[src/rtl/cgra_stream_io.sv]
// Serial I/O engine for the FU fabric: deserialises one operand per lane MSB first,
// waits for the fabric, then serialises the captured results back out MSB first.
module cgra_stream_io #(
  parameter int NUM_LANES      = 4,
  parameter int DATA_WIDTH     = 8,
  parameter int FABRIC_LATENCY = 4
) (
  input  logic                            clk_i,
  input  logic                            reset_ni,
  input  logic                            start_i,
  input  logic                            abort_i,
  input  logic [NUM_LANES-1:0]            data_i,
  output logic [NUM_LANES*DATA_WIDTH-1:0] operands_o,
  output logic                            operands_valid_o,
  input  logic [NUM_LANES*DATA_WIDTH-1:0] results_i,
  output logic [NUM_LANES-1:0]            data_o,
  output logic                            data_valid_o,
  output logic                            busy_o,
  output logic                            done_o
);
  // state | meaning
  // IDLE  | waiting for start_i; operands_o keeps the last operands
  // RECV  | shifting operand bits in from data_i
  // WAIT  | operands complete, fabric computing
  // SEND  | shifting result bits out on data_o

  localparam int W     = DATA_WIDTH;
  localparam int L     = FABRIC_LATENCY;
  localparam int MAXWL = (W > L) ? W : L;
  localparam int CW    = (MAXWL > 1) ? $clog2(MAXWL) : 1;

  localparam logic [CW-1:0] CNT_RECV = CW'(W - 2);
  localparam logic [CW-1:0] CNT_WAIT = CW'(L - 1);
  localparam logic [CW-1:0] CNT_SEND = CW'(W - 1);

  typedef enum logic [1:0] {IDLE, RECV, WAIT, SEND} state_e;

  state_e                             state_q;
  logic [CW-1:0]                      cnt_q;
  logic [NUM_LANES-1:0][W-1:0]        op_q;
  logic [NUM_LANES-1:0][W-1:0]        res_q;
  logic                               done_q;
  logic [NUM_LANES-1:0][W-1:0]        op_shift;
  logic [NUM_LANES-1:0][W-1:0]        res_shift;

  always_comb begin
    op_shift  = '0;
    res_shift = '0;
    for (int k = 0; k < NUM_LANES; k++) begin
      op_shift[k]  = {op_q[k][W-2:0], data_i[k]};
      res_shift[k] = {res_q[k][W-2:0], 1'b0};
    end
  end

  // abort leaves the operand register alone so the fabric inputs do not glitch
  always_ff @(posedge clk_i or negedge reset_ni) begin
    if (!reset_ni) begin
      state_q <= IDLE;
      cnt_q   <= '0;
      op_q    <= '0;
      res_q   <= '0;
      done_q  <= 1'b0;
    end else if (abort_i) begin
      state_q <= IDLE;
      cnt_q   <= '0;
      res_q   <= '0;
      done_q  <= 1'b0;
    end else begin
      done_q <= 1'b0;
      unique case (state_q)
        IDLE: begin
          if (start_i) begin
            op_q    <= op_shift;
            state_q <= RECV;
            cnt_q   <= CNT_RECV;
          end
        end
        RECV: begin
          op_q <= op_shift;
          if (cnt_q == '0) begin
            state_q <= WAIT;
            cnt_q   <= CNT_WAIT;
          end else begin
            cnt_q <= cnt_q - CW'(1);
          end
        end
        WAIT: begin
          if (cnt_q == '0) begin
            res_q   <= results_i;
            state_q <= SEND;
            cnt_q   <= CNT_SEND;
          end else begin
            cnt_q <= cnt_q - CW'(1);
          end
        end
        SEND: begin
          res_q <= res_shift;
          if (cnt_q == '0) begin
            state_q <= IDLE;
            done_q  <= 1'b1;
          end else begin
            cnt_q <= cnt_q - CW'(1);
          end
        end
        default: state_q <= IDLE;
      endcase
    end
  end

  always_comb begin
    data_o = '0;
    for (int k = 0; k < NUM_LANES; k++) begin
      data_o[k] = (state_q == SEND) & res_q[k][W-1];
    end
  end

  assign operands_o       = op_q;
  assign operands_valid_o = (state_q == WAIT);
  assign data_valid_o     = (state_q == SEND);
  assign busy_o           = (state_q != IDLE);
  assign done_o           = done_q;

endmodule

[config.mk]
export PLATFORM = sky130hd
export DESIGN_NAME = cgra_stream_io
export DESIGN_NICKNAME = d
export VERILOG_FILES = /design/src/rtl/cgra_stream_io.sv
export SDC_FILE = /design/constraint.sdc
export NUM_CORES = 1
export LEC_CHECK = 0
export ABC_AREA = 1
export CORE_MARGIN = 2
export CORE_UTILIZATION = 54
export DETAILED_ROUTE_END_ITERATION = 12
export GPL_ROUTABILITY_DRIVEN = 0
export PLACE_DENSITY_LB_ADDON = 0.12
export RECOVER_POWER = 50
export SKIP_CTS_REPAIR_TIMING = 1
export SLEW_MARGIN = 30
export SYNTH_ARGS = -nofsm -noshare
export SYNTH_HDL_FRONTEND = slang
export SYNTH_SLANG_ARGS = --single-unit
[constraint.sdc]
create_clock -name clk_i -period 4.2 [get_ports clk_i]
set_input_delay 0.84 -clock clk_i [delete_from_list [all_inputs] [get_ports clk_i]]
set_output_delay 0.84 -clock clk_i [all_outputs]
set_load 0.02 [all_outputs]
* After elaboration in Yosys (flattened, before gate mapping)
Index checks and enable logic that the tools add are counted.
** Word-level totals
- Register bits :: 70
- Bits of input ports :: 40
- Output and inout bits :: 40
- Word-level logic and storage cells :: 55
** Cells by class
- Add/subtract/negate cells :: 1
- Equal/unequal tests :: 9
- Muxes and demuxes :: 20
- Bitwise operators :: 5
- Reductions and logical operators :: 9
** Operators with widths (count)
- 32-bit one-hot mux with 2 select lines :: 2
- 32-bit two-way mux :: 3
- 3-bit two-way mux :: 5
- 3-bit one-hot mux with 4 select lines :: 1
- 2-bit two-way mux :: 5
- 3-bit inequality test (second input constant) :: 3
- 2-bit one-hot mux with 4 select lines :: 1
- 3-bit by 2-bit inequality test with 1-bit output (second input constant) :: 2
- 1-bit AND :: 4
- 2-bit == test (second input constant) :: 2
- 2-bit AND reduction :: 2
- 4-bit AND reduction :: 1
- 2-bit nonzero test :: 2
- 3-bit logical NOT :: 1
- 1-bit two-way mux :: 3
- 3-bit AND reduction :: 1
- 3-bit nonzero test :: 1
- 3-bit by 1-bit subtractor with 3-bit output (second input constant) :: 1
- 2-bit by 1-bit == test with 1-bit output (second input constant) :: 1
- 2-bit logical NOT :: 1
- 2-bit inequality test (second input constant) :: 1
- 1-bit inverter :: 1

* Longest topological paths before layout
- Word-level depth :: 4
- Depth in mapped cells :: 10

* Least setup slack after synthesis
No wires, ideal clock.
- Kind :: register -> output
- Start :: register state_q[0]
- End :: output data_o[0]
- Arrival time :: 1.240 ns
- Required time :: 3.360 ns
- Slack :: 2.120 ns
- Stages on the path, launching flop included :: 6
- Path through :: dfrtp_1 -> ha_1 -> buf_4 -> buf_2 -> nand2_1 -> inv_1
** Between the ends
- Cells in the longest elaborated chain, start to end :: 2
** Ends and longest elaborated chain
- from (decl) :: RTL line 38 : state_e state_q;
- from (signal assigned) :: RTL line 58 : state_q <= IDLE;
- from (signal assigned) :: RTL line 64 : state_q <= IDLE;
- from (signal assigned) :: RTL line 74 : state_q <= RECV;
- 2-bit == test
- via data_valid_o :: RTL line 17 : output logic data_valid_o,
- 1-bit AND :: RTL line 113 : data_o[k] = (state_q == SEND) & res_q[k][W-1];
- to (decl) :: RTL line 16 : output logic [NUM_LANES-1:0] data_o,
The timed path passes the listed nets, and every way through them passes these cells.

* Worst setup path after layout
- Start :: register state_q[0]
- End :: output data_o[2]
** Between the ends
- Cells in the longest elaborated chain, start to end :: 2
** Ends and longest elaborated chain (RTL line)
- 2-bit == test :: 113
- 1-bit AND :: 113
Every way passes these cells.

==> impl_results.md <==
- Status: complete, but fails checks
- Failing checks: capacitance limit, slew limit
- Pre-antenna DRT Iters: 4
- HP Class: reg -> reg
- Slew @ Worst Pin: 1.77 ns
- Register area share after synthesis: 49.1%
- Core Box Area: 6390 µm²
- Setup CP Type: reg -> out
- CTS Buffer Depth: 2
- M2 GR Usage: 37.1%
- Largest net degree at the start of global routing: 44
- GR Util All Layers: a little over a fifth
- Main synth FF type: dfrtp_1
- Post-Syn Area per Cell: 8.45 µm²
- RSZ-0062 raised after global routing: no
- CP endpoint kind: primary output
- Wirelength, routed: 7450 µm
- R2R Setup Slk: 2.01 ns
- Leakage: roughly 2.2 nW
- Layout area overhead: 25.5%
- First-pass GRT wire length: approximately 13,000 µm
- Worst-Skew Late Latency: 0.34 ns
- Ys async rst share: 100%
- Post-DP HPWL: 4930 µm
- Reg2reg start: state_q[0]
- Max-slew violations: 34
- Hold WS: 0.475 ns
- Clk root buf: clkbuf_8
- Overflow after GRT: 0
- # nets final: 541
- Busiest grt layer: met2
- Seq cells post-synth: 70
- Pwr dens: 629 nW/µm²
- Synth top area share: 49.1%
- Crit Path Max Fanout: 38
- Number of buffers created by CTS: 9
- Cell area after synthesis: 3570 µm²
- Post-Syn Instances: between 400 and 500
- Sink Count: 70
- Die X: roughly 85 µm
- Final ANT Viol Nets: 0
- Post-route minimum period: approximately 2.9 ns
- Skew final: 0.00669 ns
- Required @ worst endpoint: 3.36 ns
- Chip height: approximately 85 µm
- Setup violators final: 0
- IO Count: 80
- Antenna violations before repair: 0
- TritonCTS clock tree: done
- Via density: 4.96
- Cell taking the most area after synthesis: dfrtp_1
- Share of cells above drive strength 1: about 12%
- Critical path endpoint: data_o[2]
- Reg clk slew, reported paths: 0.07 ns
- Top cells by count, synth: 142 x nand2_1, 70 x dfrtp_1, 53 x inv_1, 33 x o21ai_2, 22 x nor2_1
- Die area: roughly 7300 µm²
- Max Freq: between 300 and 400 MHz
- Max Cap Violations: 1
- Worst IR Drop VDD: 438 µV
- PortBufs: 79
- Slew margin rel.: -18.0%
- Final Hold Viols: 0
- Setup tns final: 0 ns
- Most numerous cell in the Yosys netlist: nand2_1
- Grt met1 use: between 20 and 30%
- Post-synth cell types: 24
- Vias: 2,857
- Initial Utilization: 55.9%
- Met3 usage: 3.99%
- Crit path from: state_q[0]
- WP data arrival: 2.03 ns
- Vias in the first global route: roughly 2,900
- Ant. Diodes: 0
- Reg2reg path depth: 9
- Worst flop-to-flop path endpoint: operands_o[12]
- Yosys Warn Count: 0
- Violation count after the first detailed-route iteration: roughly 160
- H-tree depth: 3
- DRC: 0
- Synth Net Count: 469
- Post-synth EDFFs: 0
- Cell Rows: 29
- Wirelength per Cell: 12.9 µm
- Top cells by area, synth: dfrtp_1 49%, nand2_1 15%, o21ai_2 8.1%, inv_1 5.6%, o21ai_0 2.8%
- Final period utilization: 68.2%
- CP startpoint kind: flop
-- state kept, by name (all words and copies together) (netlist names) --
register	cells
res_q	32
operands_o	32
done_o	1
state_q	2
cnt_q	3
-- area by class of cell --
type	count	area [µm²]
clock inverters	6	85.1
flip-flops and latches	70	1750
well taps	77	96.3
clock buffers	10	138
inverters	57	221
repair buffers	82	805
fillers	531	1910
multi-input cells	274	1380
-- worst min path at each step --
stage | start | to | depth (start not counted)
floorplan | res_q[10] | res_q[10] | 2
global placement | res_q[9] | res_q[9] | 2
detailed placement | res_q[11] | res_q[11] | 2
CTS | res_q[11] | res_q[11] | 2
global route | cnt_q[1] | cnt_q[1] | 2
finish | res_q[10] | res_q[10] | 2
-- per-stage QoR --
| step | util, % | area [µm²] | worst slack [ns] | power, W | cells |
|---|---|---|---|---|---|
| 6_report | 70.1 | 4480 | 1.33 | 0.00282 | 576 |
| 5_1_grt | 70.1 | 4480 | 1.02 | 0.00301 | 576 |
| 4_1_cts | 70.5 | 4500 | 1.30 | 0.00287 | 576 |
| 3_5_place_dp | 67.0 | 4280 | 1.22 | 0.00225 | 560 |
| 3_3_place_gp | 67.0 | 4280 | 1.28 | 0.00220 | 560 |
| 2_1_floorplan | - | 3570 | 2.12 | 0.00185 | 422 |
-- power by group --
part           switching, W  leakage (nW)  total [W]  internal, W
Sequential         0.000161         0.934    0.00106     0.000902
Combinational      0.000672          1.17    0.00115     0.000481
Clock              0.000252         0.108   0.000600     0.000348
Total               0.00109          2.21    0.00282      0.00173
-- layer usage --
layer  share of wire, %  wire, µm  up-vias
met1                 45      3360     1318
met3                5.1       381       11
met4                1.5       111        0
met2                 48      3600       81
met5                  0         0        -
li1                   -         -     1447
-- cells by family after synthesis --
group / share of synthesized area (%)
DFF: 49.1
adders and majority gates: 2.46
AOI/OAI and AO/OA: 14.6
buffers and inverters: 11.6
and+or+nand+nor: 22.3
-- layout by cell type (no fill, tap or decap), types with 2 or more instances in the layout --
| master | instances |
|---|---|
| clkinvlp_4 | 2 |
| dfrtp_1 | 70 |
| nand3_1 | 19 |
| o211ai_1 | 8 |
| o21ai_0 | 26 |
| inv_2 | 3 |
| inv_1 | 53 |
| clkdlybuf4s50_1 | 76 |
| clkinv_2 | 2 |
| nor2_1 | 22 |
| dlygate4sd3_1 | 2 |
| o21ai_2 | 28 |
| buf_4 | 2 |
| ha_1 | 7 |
| or2_2 | 7 |
| bufinv_16 | 2 |
| nand2_1 | 143 |
| clkbuf_8 | 10 |
| a21oi_1 | 10 |
-- critical path, cell delays in order, from the launching register on --
cell             delay (ns)
dfrtp_1                0.40
ha_1                   0.19
buf_4                  0.35
nand2_1                0.09
inv_1                  0.06
clkdlybuf4s50_1        0.59
No activity file was read; power rests on OpenSTA's default activity.
